==> src/rtl/hrm_host_pkg.sv <==
// Shared constants and types for the HRM host bridge: opcodes, status codes,
// dump component selects and the command FSM state encoding.
package hrm_host_pkg;

    localparam logic [7:0] OP_PUSH = 8'h10;
    localparam logic [7:0] OP_POP  = 8'h11;
    localparam logic [7:0] OP_STEP = 8'h20;
    localparam logic [7:0] OP_DBG  = 8'h21;
    localparam logic [7:0] OP_PEEK = 8'h30;
    localparam logic [7:0] OP_DUMP = 8'h31;

    localparam logic [7:0] ST_OK        = 8'h00;
    localparam logic [7:0] ST_IN_FULL   = 8'hE0;
    localparam logic [7:0] ST_OUT_EMPTY = 8'hE1;
    localparam logic [7:0] ST_BAD_SEL   = 8'hE2;
    localparam logic [7:0] ST_BAD_OP    = 8'hE3;

    localparam int SEL_INBOX  = 0;
    localparam int SEL_OUTBOX = 1;
    localparam int SEL_PC     = 2;
    localparam int SEL_RAM    = 3;
    localparam int SEL_REG    = 4;
    localparam int SEL_INSTR  = 5;

    typedef enum logic [3:0] {
        S_IDLE,
        S_GET_ARG,
        S_EXEC,
        S_SETTLE,
        S_SCAN,
        S_SEND_STATUS,
        S_SEND_DATA,
        S_SEND_COUNT,
        S_STREAM
    } state_t;

    function automatic logic op_known(input logic [7:0] op);
        return (op == OP_PUSH) || (op == OP_POP) || (op == OP_STEP) ||
               (op == OP_DBG) || (op == OP_PEEK) || (op == OP_DUMP);
    endfunction

    function automatic logic [1:0] op_args(input logic [7:0] op);
        case (op)
            OP_PUSH, OP_DBG, OP_DUMP: return 2'd1;
            OP_PEEK:                  return 2'd2;
            default:                  return 2'd0;
        endcase
    endfunction

    // RAM (3) is not dumpable through the bridge, so it is rejected with the rest.
    function automatic logic sel_ok(input logic [7:0] s);
        return (s == 8'(SEL_INBOX)) || (s == 8'(SEL_OUTBOX)) || (s == 8'(SEL_PC)) ||
               (s == 8'(SEL_REG)) || (s == 8'(SEL_INSTR));
    endfunction

endpackage

==> src/rtl/hrm_host_bridge_tx_slot.sv <==
// One-entry registered holding buffer for the host tx link; data and valid
// stay stable from load until the host accepts the byte.
module hrm_tx_slot (
    input  logic       clk,
    input  logic       i_rst,
    input  logic       load,
    input  logic [7:0] load_data,
    output logic       busy,
    output logic [7:0] tx_data,
    output logic       tx_valid,
    input  logic       tx_ready
);

    always_ff @(posedge clk) begin
        if (i_rst) begin
            tx_data  <= 8'h00;
            tx_valid <= 1'b0;
        end else if (load && !tx_valid) begin
            tx_data  <= load_data;
            tx_valid <= 1'b1;
        end else if (tx_valid && tx_ready) begin
            tx_valid <= 1'b0;
        end
    end

    assign busy = tx_valid;

endmodule

==> src/rtl/hrm_host_bridge.sv <==
// Host-side command bridge for the HRM CPU: parses the host byte protocol,
// drives INBOX/OUTBOX/step/dump ports and returns status and data bytes.
module hrm_host_bridge
    import hrm_host_pkg::*;
#(
    parameter int POS_W = 5,
    parameter int SEL_W = 3
) (
    input  logic             clk,
    input  logic             i_rst,
    input  logic [7:0]       rx_data,
    input  logic             rx_valid,
    output logic             rx_ready,
    output logic [7:0]       tx_data,
    output logic             tx_valid,
    input  logic             tx_ready,
    output logic [7:0]       cpu_in_data,
    output logic             cpu_in_wr,
    input  logic             cpu_in_full,
    input  logic [7:0]       cpu_out_data,
    output logic             cpu_out_rd,
    input  logic             cpu_out_empty,
    output logic             cpu_nxtInstr,
    output logic             cpu_debug,
    output logic [SEL_W-1:0] cpu_dmp_chip_select,
    output logic [POS_W-1:0] cpu_dmp_fifo_pos,
    input  logic [7:0]       cpu_dmp_data,
    input  logic             cpu_dmp_valid,
    output logic             busy
);

    localparam int               CNT_W    = POS_W + 1;
    localparam logic [POS_W-1:0] POS_LAST = '1;
    localparam logic [POS_W-1:0] POS_ONE  = POS_W'(1);
    localparam logic [CNT_W-1:0] CNT_ONE  = CNT_W'(1);

    state_t           state, state_nxt;
    logic [7:0]       opcode, arg0, status, data_byte;
    logic [POS_W-1:0] arg1, pos;
    logic [SEL_W-1:0] sel;
    logic [CNT_W-1:0] count, idx;
    logic             arg_idx, debug, settled;
    logic             rx_fire, tx_fire, sel_good;
    logic             slot_busy, slot_load;
    logic [7:0]       slot_byte;

    assign rx_fire  = rx_valid && rx_ready;
    assign tx_fire  = tx_valid && tx_ready;
    assign sel_good = sel_ok(arg0);

    always_ff @(posedge clk) begin
        if (i_rst) state <= S_IDLE;
        else       state <= state_nxt;
    end

    always_comb begin
        state_nxt    = state;
        rx_ready     = 1'b0;
        cpu_in_wr    = 1'b0;
        cpu_out_rd   = 1'b0;
        cpu_nxtInstr = 1'b0;
        slot_load    = 1'b0;
        slot_byte    = status;
        case (state)
            S_IDLE: begin
                rx_ready = 1'b1;
                if (rx_valid) begin
                    if (!op_known(rx_data))            state_nxt = S_SEND_STATUS;
                    else if (op_args(rx_data) == 2'd0) state_nxt = S_EXEC;
                    else                               state_nxt = S_GET_ARG;
                end
            end
            S_GET_ARG: begin
                rx_ready = 1'b1;
                if (rx_valid && (arg_idx || op_args(opcode) == 2'd1)) state_nxt = S_EXEC;
            end
            S_EXEC: begin
                case (opcode)
                    OP_PUSH: cpu_in_wr    = !cpu_in_full;
                    OP_POP:  cpu_out_rd   = !cpu_out_empty;
                    OP_STEP: cpu_nxtInstr = 1'b1;
                    default: ;
                endcase
                if ((opcode == OP_PEEK || opcode == OP_DUMP) && sel_good) state_nxt = S_SETTLE;
                else                                                       state_nxt = S_SEND_STATUS;
            end
            S_SETTLE: state_nxt = (opcode == OP_DUMP) ? S_SCAN : S_SEND_STATUS;
            S_SCAN: begin
                if (!cpu_dmp_valid || pos == POS_LAST) state_nxt = S_SEND_STATUS;
            end
            S_SEND_STATUS: begin
                slot_load = !slot_busy;
                if (tx_fire) begin
                    if (status != ST_OK)                          state_nxt = S_IDLE;
                    else if (opcode == OP_POP || opcode == OP_PEEK) state_nxt = S_SEND_DATA;
                    else if (opcode == OP_DUMP)                   state_nxt = S_SEND_COUNT;
                    else                                          state_nxt = S_IDLE;
                end
            end
            S_SEND_DATA: begin
                slot_byte = data_byte;
                slot_load = !slot_busy;
                if (tx_fire) state_nxt = S_IDLE;
            end
            S_SEND_COUNT: begin
                slot_byte = 8'(count);
                slot_load = !slot_busy;
                if (tx_fire) state_nxt = (count == '0) ? S_IDLE : S_STREAM;
            end
            S_STREAM: begin
                // Data is loaded only after one settle cycle at the new position.
                slot_byte = cpu_dmp_data;
                slot_load = settled && !slot_busy;
                if (tx_fire && idx == count - CNT_ONE) state_nxt = S_IDLE;
            end
            default: state_nxt = S_IDLE;
        endcase
    end

    always_ff @(posedge clk) begin
        if (i_rst) begin
            opcode    <= 8'h00;
            arg0      <= 8'h00;
            arg1      <= '0;
            arg_idx   <= 1'b0;
            status    <= ST_OK;
            data_byte <= 8'h00;
            sel       <= '0;
            pos       <= '0;
            debug     <= 1'b0;
            count     <= '0;
            idx       <= '0;
            settled   <= 1'b0;
        end else begin
            case (state)
                S_IDLE: begin
                    if (rx_fire) begin
                        opcode  <= rx_data;
                        arg_idx <= 1'b0;
                        status  <= op_known(rx_data) ? ST_OK : ST_BAD_OP;
                    end
                end
                S_GET_ARG: begin
                    if (rx_fire) begin
                        if (!arg_idx) arg0 <= rx_data;
                        else          arg1 <= rx_data[POS_W-1:0];
                        arg_idx <= 1'b1;
                    end
                end
                S_EXEC: begin
                    count <= '0;
                    case (opcode)
                        OP_PUSH: status <= cpu_in_full ? ST_IN_FULL : ST_OK;
                        OP_POP: begin
                            status    <= cpu_out_empty ? ST_OUT_EMPTY : ST_OK;
                            data_byte <= cpu_out_data;
                        end
                        OP_DBG: debug <= arg0[0];
                        OP_PEEK, OP_DUMP: begin
                            sel    <= arg0[SEL_W-1:0];
                            pos    <= (opcode == OP_PEEK) ? arg1 : '0;
                            status <= sel_good ? ST_OK : ST_BAD_SEL;
                        end
                        default: ;
                    endcase
                end
                S_SETTLE: begin
                    if (opcode == OP_PEEK) begin
                        if (cpu_dmp_valid) data_byte <= cpu_dmp_data;
                        else               status    <= ST_BAD_SEL;
                    end
                end
                S_SCAN: begin
                    if (cpu_dmp_valid) begin
                        count <= count + CNT_ONE;
                        if (pos != POS_LAST) pos <= pos + POS_ONE;
                    end
                end
                S_SEND_COUNT: begin
                    if (tx_fire) begin
                        pos     <= '0;
                        idx     <= '0;
                        settled <= 1'b0;
                    end
                end
                S_STREAM: begin
                    if (!settled) settled <= 1'b1;
                    if (tx_fire && idx != count - CNT_ONE) begin
                        idx     <= idx + CNT_ONE;
                        pos     <= pos + POS_ONE;
                        settled <= 1'b0;
                    end
                end
                default: ;
            endcase
        end
    end

    hrm_tx_slot u_tx_slot (
        .clk       (clk),
        .i_rst     (i_rst),
        .load      (slot_load),
        .load_data (slot_byte),
        .busy      (slot_busy),
        .tx_data   (tx_data),
        .tx_valid  (tx_valid),
        .tx_ready  (tx_ready)
    );

    assign cpu_in_data         = arg0;
    assign cpu_debug           = debug;
    assign cpu_dmp_chip_select = sel;
    assign cpu_dmp_fifo_pos    = pos;
    assign busy                = (state != S_IDLE);

endmodule

==> config.mk <==
export PLATFORM = sky130hd
export DESIGN_NAME = hrm_host_bridge
export DESIGN_NICKNAME = d
export VERILOG_FILES = /design/src/rtl/hrm_host_pkg.sv /design/src/rtl/hrm_host_bridge_tx_slot.sv /design/src/rtl/hrm_host_bridge.sv
export SDC_FILE = /design/constraint.sdc
export NUM_CORES = 1
export LEC_CHECK = 0
export CAP_MARGIN = 30
export CORE_ASPECT_RATIO = 1.25
export CORE_MARGIN = 5
export CORE_UTILIZATION = 54
export DETAILED_ROUTE_END_ITERATION = 6
export GPL_TIMING_DRIVEN = 0
export MAX_ROUTING_LAYER = met4
export PLACE_DENSITY_LB_ADDON = 0.12
export SYNTH_ARGS = -nofsm -noshare
export SYNTH_HDL_FRONTEND = slang
export SYNTH_HIERARCHICAL = 1
export SYNTH_SLANG_ARGS = --single-unit
==> constraint.sdc <==
create_clock -name clk -period 3 [get_ports clk]
set_clock_uncertainty 0.2 [all_clocks]
set_input_delay 0.6 -clock clk [delete_from_list [all_inputs] [get_ports clk]]
set_output_delay 0.6 -clock clk [all_outputs]
set_load 0.02 [all_outputs]
==> metrics.md <==
| Metric | Value |
|---|---|
| Worst setup margin | 0.128 ns |
| WL/cell | 16.8 µm |
| Hold Path Class | register to register |
| Drt via density | 6.01 |
| WP data arrival | 2.07 ns |
| Die X | 85.9 µm |
| Critical Path Fanout Max | 10 |
| Vias | around 3.9k |
| Dpl ws | -0.0896 ns |
| Total GRT Usage | 25.3% |
| RD Place Congestion | 0.935 |
| Worst Path Required | 2.20 ns |
| Crit path capture type | primary output |
| CTS max path bufs | 2 |
| CTS tree | done |
| Die Span Y | 105 µm |
| Least-Margin Pin Slew | 0.660 ns |
| HPWL Detailed | 8080 µm |
| IO Count | 62 |
| Post-Syn Instances | 476 |
| Final wirelength | roughly 11000 µm |
| Synth unique cells | 59 |
| Total of max-cap violations | 0 |
| Rows | 34 |
| Status | finished, final reports clean |
| Tmin final | between 2 and 3 ns |
| Drt pass-1 iters | 5 |
| Share of the synthesized area in the top cell type | a little over a third |
| Total global routing overflow | 0 |
| First-iteration detailed-routing DRC count | between 300 and 400 |
| Most instantiated library cell after synthesis | nor2_1 |
| Rel. slew slack | 56.0% |
| Layout Nets | slightly below 600 |
| Fmax | 348 MHz |
| Filler cell count | 603 |
| Worst flop-to-flop path startpoint | count[0]$_SDFFE_PP0P_ |
| Final Hold Viols | 0 |
| Vias in the first global route | approximately 3.8k |
| Critical path class | register to primary output |
| Leakage power | 1.99 nW |
| Worst Hold Slack | 0.279 ns |
| PortBufs | 60 |
| Power Density | 659 mW/mm² |
| Share of cells above drive strength 1 | 10.6% |
| Starting Density | between 50% and 60% |
| N_diodes | 0 |
| Sequential fraction of the synthesis area | 35.0% |
| Unrepaired setup endpoints after global routing | false |
| Mapped cell area | slightly below 0.004 mm² |
| Core area | 0.00698 mm² |
| Syn_area_per_cell | 8.17 µm² |
| Hold Buf Count CTS | 0 |
| Synthesis-stage register bit count | 68 |
| Worst Setup SP | state[0]$_SDFFE_PP0P_ |
| Layout overhead on the synthesized area | 25.6% |
| ANT nets after route | 0 |
| DRC violations left | 0 |
| Worst skew pair latency | 0.35 ns |
| Initial antenna violation count | 0 |
| Synth Flop Type | dfxtp_1 |
| Clock Sinks | 68 |
| Area leader, netlist | dfxtp_1 |
| Clk slew on worst S/H paths | 0.08 ns |
| First-pass GRT wire length | ~18000 µm |
| Synth area leaders | dfxtp_1 35%, mux2i_1 9.5%, nor2_1 7.3%, nand2_1 5.5%, a21oi_1 2.7% |
| Synth warn | 6 |
| Pin count of the biggest net entering global routing | 15 |
| CTS buffer count | 9 |
| Syn Nets | 513 |
| Root buf cell | clkbuf_8 |
| Die area | 0.00901 mm² |
| Post-synth top cells | 76 x nor2_1, 68 x dfxtp_1, 57 x nand2_1 |
| Worst vdd ir | 0.000503 V |
| Fraction of registers with async set or reset after synthesis | 0% |
| Max-slew violations | 0 |
| EDFF count, synth | 0 |
| H-Tree Level Count | 3 |
| Fin crit share | 95.7% |
| CP startpoint kind | register |
| # setup viols final | 0 |
| Hold path start | u_tx_slot/tx_data[7]$_SDFFE_PP0P_ |
-- path summary, 6_finish.rpt --
| path | to | slack (ns) | cells past startpoint |
|---|---|---|---|
| worst max register to register | state[0]$_SDFFE_PP0P_ | 0.21 | 9 |
| worst min-delay path | u_tx_slot/tx_data[7]$_SDFFE_PP0P_ | 0.28 | 2 |
| worst min register to register | u_tx_slot/tx_data[7]$_SDFFE_PP0P_ | 0.28 | 2 |
| worst max-delay path | busy | 0.13 | 5 |
-- where the power goes --
| group | total [W] | internal, W | switching, W | leakage [nW] |
|---|---|---|---|---|
| registers | 0.00110 | 0.00101 | 0.0000922 | 0.551 |
| logic | 0.00128 | 0.000532 | 0.000752 | 1.33 |
| clock network | 0.000835 | 0.000465 | 0.000370 | 0.109 |
-- flip-flops by register name, summed over array words and instances, names as in the netlist, 3 cells and up --
signal,count
arg1,5
count,6
cpu_dmp_chip_select,3
cpu_dmp_fifo_pos,5
cpu_in_data,8
data_byte,8
idx,6
opcode,8
state,4
status,3
u_tx_slot/tx_data,8
-- metal layers --
metal	GRT usage [%]	wire [µm]	vias up	part of all wire (%)
met5	-	0	-	0
met4	9.73	276	0	2.5
met3	4.72	625	23	5.8
met2	43.7	5630	138	52
met1	28.3	4290	1849	40
li1	-	-	1865	-
-- kinds of logic (layout without fill, tap and decap cells) --
logic type,Yosys count,after routing,synth area share (%)
buffers and inverters,34,113,3.79
adders and majority gates,6,6,1.93
muxes,37,37,9.52
AOI/OAI and AO/OA,93,93,17.0
xor gates and xnor gates,13,13,2.93
DFF,68,68,35.0
and+or+nand+nor,225,225,29.8
-- area by class of cell --
| cell class | instances | area, µm² | area share, % |
|---|---|---|---|
| flip-flops and latches | 68 | 1360 | 27.9 |
| clock inverters | 7 | 91.3 | 1.87 |
| plain buffers | 27 | 125 | 2.56 |
| repair buffers | 63 | 631 | 12.9 |
| well taps | 90 | 113 | 2.30 |
| multi-input cells | 374 | 2410 | 49.4 |
| clock buffers | 9 | 124 | 2.54 |
| inverters | 7 | 26.3 | 0.538 |
-- placed cells by master, fill, tap and decap left out, types with 10 or more instances in the layout --
| cell | count |
|---|---|
| a21oi_1 | 21 |
| a311oi_1 | 10 |
| clkbuf_1 | 13 |
| clkdlybuf4s50_1 | 57 |
| dfxtp_1 | 68 |
| mux2i_1 | 37 |
| nand2_1 | 57 |
| nand2b_1 | 12 |
| nand3_1 | 10 |
| nor2_1 | 75 |
| nor3_1 | 14 |
| o21ai_0 | 13 |
-- worst max-delay path, cell delays in order, from the launching register on --
cell and delay (ns):
dfxtp_1 0.38, buf_2 0.25, buf_2 0.26, nor2_1 0.12, nand2_1 0.10, clkdlybuf4s50_1 0.61
-- stage by stage --
| step | setup TNS, ns | cell area [µm²] | total power, W | std cells | util [%] |
|---|---|---|---|---|---|
| global route | 0 | 4890 | 0.00340 | 645 | 70.0 |
| floorplan | 0 | 3890 | 0.00197 | 476 | - |
| finish | 0 | 4890 | 0.00322 | 645 | 70.0 |
| global placement | -0.429 | 4600 | 0.00232 | 626 | 66.0 |
| CTS | 0 | 4860 | 0.00320 | 645 | 69.7 |
| detailed placement | -0.755 | 4600 | 0.00234 | 626 | 66.0 |
-- repair_timing --
item	in CTS	in global routing
setup endpoints to repair	11	17
endpoints found under the hold margin	0	0
resized for setup	3	12
cloned	0	0
buffers inserted	3	0
Note: power is estimated with default switching activity, not from simulation.
